--- config.mk ---
export PLATFORM = sky130hd
export DESIGN_NAME = mem_port_arbiter
export DESIGN_NICKNAME = d
export VERILOG_FILES = /design/src/rtl/mem_arb_pkg.sv /design/src/rtl/arb_starve_ctr.sv /design/src/rtl/mem_port_arbiter.sv
export SDC_FILE = /design/constraint.sdc
export NUM_CORES = 1
export LEC_CHECK = 0
export CAP_MARGIN = 15
export CORE_AREA = 5 5 83 85
export CTS_CLUSTER_SIZE = 8
export DETAILED_ROUTE_END_ITERATION = 6
export DIE_AREA = 0 0 88 90
export DONT_BUFFER_PORTS = 1
export PLACE_DENSITY = 0.41
export SLEW_MARGIN = 5
export SYNTH_ARGS = -nofsm -noshare
export SYNTH_HDL_FRONTEND = slang
export SYNTH_SLANG_ARGS = --single-unit
--- constraint.sdc ---
create_clock -name CLK -period 2.3 [get_ports CLK]
set_input_delay 0.69 -clock CLK [delete_from_list [all_inputs] [get_ports CLK]]
set_output_delay 0.69 -clock CLK [all_outputs]
set_load 0.05 [all_outputs]
--- src/rtl/mem_arb_pkg.sv ---
// Shared types and defaults for the memory-port arbiter.
// The request struct is sized to the default RAM geometry.
package mem_arb_pkg;

   typedef enum logic [1:0] {
      RESP_NONE,
      RESP_IF,
      RESP_D
   } resp_owner_t;

   localparam int unsigned DEF_STARVE_MAX = 4;
   localparam int unsigned MEM_ADDR_W     = 14;
   localparam int unsigned MEM_DATA_W     = 32;
   localparam int unsigned MEM_BE_W       = MEM_DATA_W / 8;

   typedef struct packed {
      logic                  we;
      logic [MEM_BE_W-1:0]   be;
      logic [MEM_ADDR_W-1:0] addr;
      logic [MEM_DATA_W-1:0] wdata;
   } mem_req_t;

endpackage

--- src/rtl/arb_starve_ctr.sv ---
// Saturating count of consecutive denied fetch cycles.
// force_if tells the arbiter that fetch must win this cycle.
module arb_starve_ctr
   import mem_arb_pkg::*;
#(
   parameter int unsigned STARVE_MAX = DEF_STARVE_MAX
) (
   input  logic CLK,
   input  logic RST,
   input  logic starving,
   input  logic granted,
   output logic force_if
);

   localparam logic [3:0] MAX_C = 4'(STARVE_MAX);

   logic [3:0] cnt;

   // A cycle without a fetch request leaves the count untouched.
   always_ff @(posedge CLK) begin
      if (RST || granted) begin
         cnt <= '0;
      end else if (starving && cnt != MAX_C) begin
         cnt <= cnt + 4'd1;
      end
   end

   assign force_if = (cnt == MAX_C);

endmodule

--- src/rtl/mem_port_arbiter.sv ---
// Two-requester arbiter for a single-ported synchronous RAM (fetch vs data).
// Optional perf counters are built when MEM_ARB_PERF_EN is defined.
module mem_port_arbiter
   import mem_arb_pkg::*;
#(
   parameter int unsigned ADDR_W     = 14,
   parameter int unsigned DATA_W     = 32,
   parameter int unsigned STARVE_MAX = DEF_STARVE_MAX
) (
   input  logic                CLK,
   input  logic                RST,
   input  logic                if_req,
   input  logic [ADDR_W-1:0]   if_addr,
   output logic                if_gnt,
   output logic                if_rvalid,
   output logic [DATA_W-1:0]   if_rdata,
   input  logic                d_req,
   input  logic                d_we,
   input  logic [ADDR_W-1:0]   d_addr,
   input  logic [DATA_W-1:0]   d_wdata,
   input  logic [DATA_W/8-1:0] d_be,
   output logic                d_gnt,
   output logic                d_rvalid,
   output logic [DATA_W-1:0]   d_rdata,
   output logic                mem_en,
   output logic                mem_we,
   output logic [DATA_W/8-1:0] mem_be,
   output logic [ADDR_W-1:0]   mem_addr,
   output logic [DATA_W-1:0]   mem_wdata,
   input  logic [DATA_W-1:0]   mem_rdata,
   output logic                stall_if
`ifdef MEM_ARB_PERF_EN
   ,
   output logic [31:0]         perf_if_stall,
   output logic [31:0]         perf_d_acc
`endif
);

   localparam int unsigned BE_W = DATA_W / 8;

   logic        force_if;
   resp_owner_t state, state_nxt;
   mem_req_t    if_side, d_side, sel;

   arb_starve_ctr #(
      .STARVE_MAX(STARVE_MAX)
   ) u_starve (
      .CLK      (CLK),
      .RST      (RST),
      .starving (stall_if),
      .granted  (if_gnt),
      .force_if (force_if)
   );

   // Grants are masked during reset so nothing reaches the RAM.
   always_comb begin
      if_gnt = 1'b0;
      d_gnt  = 1'b0;
      if (!RST) begin
         if (if_req && (!d_req || force_if)) begin
            if_gnt = 1'b1;
         end else if (d_req) begin
            d_gnt = 1'b1;
         end
      end
   end

   assign stall_if = ~RST & if_req & ~if_gnt;

   always_comb begin
      if_side       = '0;
      if_side.be    = '1;
      if_side.addr  = MEM_ADDR_W'(if_addr);
      d_side.we     = d_we;
      d_side.be     = MEM_BE_W'(d_be);
      d_side.addr   = MEM_ADDR_W'(d_addr);
      d_side.wdata  = MEM_DATA_W'(d_wdata);
      sel           = '0;
      if (if_gnt) begin
         sel = if_side;
      end else if (d_gnt) begin
         sel = d_side;
      end
   end

   assign mem_en    = if_gnt | d_gnt;
   assign mem_we    = sel.we;
   assign mem_be    = BE_W'(sel.be);
   assign mem_addr  = ADDR_W'(sel.addr);
   assign mem_wdata = DATA_W'(sel.wdata);

   always_ff @(posedge CLK) begin
      if (RST) begin
         state <= RESP_NONE;
      end else begin
         state <= state_nxt;
      end
   end

   // rvalid is also masked by RST so an in-flight read is dropped at once.
   always_comb begin
      state_nxt = RESP_NONE;
      if_rvalid = 1'b0;
      d_rvalid  = 1'b0;
      if (if_gnt) begin
         state_nxt = RESP_IF;
      end else if (d_gnt && !d_we) begin
         state_nxt = RESP_D;
      end
      if (!RST) begin
         if_rvalid = (state == RESP_IF);
         d_rvalid  = (state == RESP_D);
      end
   end

   assign if_rdata = mem_rdata;
   assign d_rdata  = mem_rdata;

`ifdef MEM_ARB_PERF_EN
   always_ff @(posedge CLK) begin
      if (RST) begin
         perf_if_stall <= '0;
         perf_d_acc    <= '0;
      end else begin
         if (stall_if) perf_if_stall <= perf_if_stall + 32'd1;
         if (d_gnt)    perf_d_acc    <= perf_d_acc + 32'd1;
      end
   end
`endif

endmodule

**After elaboration in Yosys (flattened, before gate mapping)**

Cells that the tools add are included.

- Input bits: 101
- Output and inout port bits: 121
- Word-level logic and storage cells: 32
- Register bits after elaboration: 6

- Reduce and logical (&&, ||, !) cells: 8
- Add/subtract/negate cells: 1
- Mux-type cells: 11
- Bitwise gates (word level): 5
- Equal/unequal tests: 4

Operators with widths:

| operator | number |
|---|---|
| 51-bit two-way mux | 2 |
| 1-bit two-way mux | 8 |
| 4-bit by 1-bit adder with 4-bit output (second input constant) | 1 |
| 4-bit by 3-bit equality test with 1-bit output (second input constant) | 1 |
| 4-bit by 3-bit != test with 1-bit output (second input constant) | 1 |
| 1-bit logical AND | 3 |
| 1-bit bitwise AND | 2 |
| 2-bit by 1-bit equality test with 1-bit output (second input constant) | 1 |
| 2-bit equality test (second input constant) | 1 |
| 1-bit zero test | 2 |
| 1-bit logical OR | 2 |
| 2-bit two-way mux | 1 |
| 1-bit NOT | 2 |
| 2-bit OR reduction | 1 |
| 1-bit OR | 1 |

**Logic depth before layout (Yosys ltp)**

- Word-level depth: 8
- Mapped depth: 7
- Depth with buffers taken out: 5

**Cells and area by module**

A second synthesis with hierarchy kept.

- Cells, all modules: 184
- Area, all modules: 1323.8 um2

By module, submodules not included:

| module | cells each | area an instance (um2) | seq. area each (um2) | times used |
|---|---|---|---|---|
| mem_port_arbiter | 159 | 1094.8 | 40.0 | 1 |
| arb_starve_ctr | 25 | 229.0 | 80.1 | 1 |

**Least setup slack after synthesis**

No wires, ideal clock.

- Path type: input to output
- Start: in if_req
- End: out mem_addr[10]
- Arrival: 1890 ps
- Stages: 5
- Path buffers: 2
- Slack: -280 ps
- Data required time: 1610 ps
- Cells stage by stage: buf_4 > nand2b_1 > a21oi_1 > buf_2 > a22o_1

- Elaborated cells between the ends (all ways): 7
- Those cells by class: mux: 6; reduce/logical: 1

RTL lines:

| element | RTL line | source |
|---|---|---|
| start, declared | mem_port_arbiter.sv:12 | `input logic if_req,` |
| 1-bit logical AND | mem_port_arbiter.sv:60 | `if (if_req && (!d_req \|\| force_if)) begin` |
| 1-bit two-way mux | mem_port_arbiter.sv:60 |  |
| 1-bit two-way mux | mem_port_arbiter.sv:59 | `if (!RST) begin` |
| via if_gnt | mem_port_arbiter.sv:14 | `output logic if_gnt,` |
| 51-bit two-way mux | mem_port_arbiter.sv:79 | `if (if_gnt) begin` |
| end, declared | mem_port_arbiter.sv:28 | `output logic [ADDR_W-1:0] mem_addr,` |

The timed path passes the listed nets, and every way through them passes these cells.

**Worst setup path after layout**

- Start: reg u_starve.cnt[1]
- End: out mem_addr[3]

- Word-level cells in the longest chain between the ends: 7
- Elaborated cells between the ends (all ways): 9
- Those cells by class: eq/ne: 1; mux: 6; reduce/logical: 2

Ends and longest elaborated chain:

| element | RTL line | source |
|---|---|---|
| start, declared | arb_starve_ctr.sv:17 | `logic [3:0] cnt;` |
| start signal, assigned | arb_starve_ctr.sv:24 | `cnt <= cnt + 4'd1;` |
| 4-bit by 3-bit equality test with 1-bit output (*) | arb_starve_ctr.sv:28 | `assign force_if = (cnt == MAX_C);` |
| 1-bit logical OR (*) | mem_port_arbiter.sv:60 |  |
| 1-bit logical AND (*) | mem_port_arbiter.sv:60 |  |
| 1-bit two-way mux | mem_port_arbiter.sv:60 |  |
| 1-bit two-way mux | mem_port_arbiter.sv:59 |  |
| 51-bit two-way mux | mem_port_arbiter.sv:81 | `end else if (d_gnt) begin` |
| 51-bit two-way mux (*) | mem_port_arbiter.sv:79 |  |

Every way passes the cells marked *; elsewhere a longest branch is shown, timed or not.

==> flow_summary.yaml <==
status:
  status: "complete, but fails checks"
  violations: "setup timing"
routing:
  dr.first_iter.drc_count: 17
  wl_mm: 4.168
  ant_nets: 0
  first_pass_iters: 2
  drc: 0
  vias_per_cell: 4.440
  route.vias.total: 857
  routedWlPerCell_um: 21.60
power:
  ir_drop_uv: 191.6
  p_leak_nw: 0.7078
  p_per_area_nw_per_um2: 420.8
global_routing:
  gr-usage-all-layers_pct: 7.880
  grt_remaining_overflow: 0
  grt_pass1_wl_mm: 4.988
  antenna_found_initial: 0
  grt_pass1_vias: 890
  grt_max_degree: 30
final_layout:
  final_util_pct: 25.42
  drive_above_1_share_pct: 78.45
  area.sequential_um2: 123.9
  areaGrowthSynthToFinish_pct: 25.99
  fillers: 642
  diodes: 0
  multi_input_area_um2: 824.5
  nNetsFinal: 221
sta:
  fin_skew_ns: 0.003204
  totalNegativeSetupSlack_ns: -1.590
  clock.fmax_mhz: 422.7
  timing.final.crit_share_pct: 102.9
  layout_min_cycle_time_ns: 2.366
  worst_slack_ns: -0.06570
  drv_slew: 0
  worst_slew_pin_slew_ns: 0.2530
  slew_headroom_pct: 83.20
  rsz0062_at_grt: "yes"
  hold_viol_final: 0
  setup_viol: 50
floorplan:
  coreArea_um2: 6132
  dieArea_um2: 7920
  start_util_pct: 20.18
  core.rowCount: 29
  pin_count: 222
  die_width_um: 88
  fp.dieH_um: 90
placed_design:
  pre_cts_ws_ns: -0.02567
  gp_congestion: 0.6431
  port_buffers: 0
  dpl.hpwl_mm: 2.975
synth:
  syn_nets: 262
  synth_seq_cells: 6
  syn_avg_cell_area_um2: 7.783
  yosys.cell_types.count: 26
  netlist_area_um2: 1237
  ys_warn_count: 0
  syn_inst: 159
  seq_area_frac_synth_pct: 9.707
cts:
  cts_max_level: 1
  root_buffer: "clkbuf_8"
  cts_buffers: 3
  clock_path_buffers: 2
  clk_latency_ns: 0.22
  clk_pin_slew_worst_paths_ns: 0.04
  cts_sinks: 6
  cts_tree: "built"
worst_hold_path:
  worstHoldStart: "d_we"
  hold_path.class: "input pin to register"
critical_path:
  r2r_start: "u_starve.cnt[1]"
  worst_setup_path_start_kind: "register"
  path_class: "register to primary output"
  crit_start: "u_starve.cnt[1]"
  cp_max_fo: 8
  cp_data_arrival_time_ns: 1.68
  crit_required_ns: 1.61
  end_kind: "primary output"
flow_run:
  maxCapViolCount: 0
what timing repair did:
action                                  in CTS  in global routing
pin swaps                                    1                 37
gates resized for setup                     22                 32
endpoints found under the setup margin      54                 50
buffers inserted                             1                  2
gates cloned                                 0                  6
hold buffers                                 0                  0
sequential cells by signal, summed over array words and instances, names as in the netlist:
signal / count
u_starve.cnt: 4
state: 2
cell usage after synthesis:
master	count	area share [%]
buf_2	2	0.81
o2111a_1	1	0.91
nand4_1	1	0.51
ha_1	2	2.0
a21oi_1	3	1.2
nand2b_1	2	1.0
dfxtp_1	6	9.7
or2_2	1	0.51
nand3b_1	2	1.2
a21o_1	4	2.4
mux2i_1	1	0.81
buf_6	5	4.5
nor3_1	1	0.40
a22o_1	14	9.9
clkbuf_2	1	0.40
and3b_1	1	0.71
buf_4	65	39
nor3b_1	2	1.2
inv_1	3	0.91
and2_1	33	17
nor2_1	4	1.2
nand4b_2	1	1.2
nor2b_1	1	0.51
xor2_1	1	0.71
xnor2_1	1	0.71
nand2_1	1	0.30
metrics by stage:
stage | instances | power [mW] | instance area (µm²) | hold slack [ns]
2_1_floorplan | 159 | 0.6851 | 1395 | 0.5101
3_3_place_gp | 181 | 0.4345 | 1204 | 0.5322
3_5_place_dp | 181 | 0.4375 | 1204 | 0.5663
4_1_cts | 185 | 0.6196 | 1329 | 0.5332
5_1_grt | 193 | 0.6832 | 1559 | 0.5311
6_report | 193 | 0.6561 | 1559 | 0.5349
routing by layer:
layer | track usage, % | routed length, µm
met3 | 2.834 | 491
met4 | 4.476 | 103
met1 | 8.456 | 1530
met5 | 0 | 0
met2 | 13.07 | 2043
critical path: stages (launching register included):
cell	delay, ns
dfxtp_4	0.35
inv_4	0.06
ha_4	0.15
nand4b_4	0.09
and3b_4	0.28
buf_12	0.16
a22o_4	0.22
buf_12	0.14
final timing paths:
kind	slack, ns	cells after the start	endpoint
setup / recovery	-0.07	7	mem_addr[3]
hold / removal	0.53	1	state[1]
setup reg to reg	0.93	6	state[1]
hold reg to reg	0.53	2	u_starve.cnt[1]
cell usage in the layout (no fill, tap or decap):
cell	netlist	layout
nand3b_1	2	2
xnor2_1	1	1
inv_1	3	1
inv_4	0	1
o2111a_1	1	1
buf_12	0	12
dfxtp_1	6	5
mux2i_1	1	1
ha_1	2	1
nor3_1	1	1
xor2_1	1	1
buf_6	5	3
nor2b_1	1	1
and3b_4	0	1
nor3b_2	0	2
ha_4	0	1
buf_4	65	6
a21o_4	0	3
inv_2	0	1
nor2_1	4	4
clkbuf_16	0	5
and2_4	0	33
nand2_1	1	1
clkbuf_8	0	3
a21oi_4	0	1
a22o_4	0	14
dfxtp_4	0	1
nand4_1	1	1
a21o_2	0	1
nand2b_1	2	2
nand4b_4	0	1
a21oi_1	3	2
or2_4	0	1
buf_8	0	1
cell type report:
class / count / area share [%]
Timing Repair Buffer: 27 / 29.45
Inverter: 3 / 0.8828
Tap cell: 77 / 6.180
Clock buffer: 3 / 2.648
Multi-Input combinational cell: 77 / 52.89
Sequential cell: 6 / 7.945
cells by family after synthesis:
logic type	after synthesis	synth area share, %
AO/OA/AOI/OAI	22	14.46
XOR/XNOR	2	1.416
adder cells (fa/ha/maj)	2	2.022
buffers and inverters	76	46.11
flip-flops	6	9.707
multiplexers	1	0.8089
AND/OR/NAND/NOR	50	25.48
power by group:
| part | internal, mW | switching, mW |
|---|---|---|
| clock network | 0.113 | 0.0487 |
| registers | 0.108 | 0.00304 |
| logic | 0.147 | 0.237 |
Power figures use the tool's default switching activity.
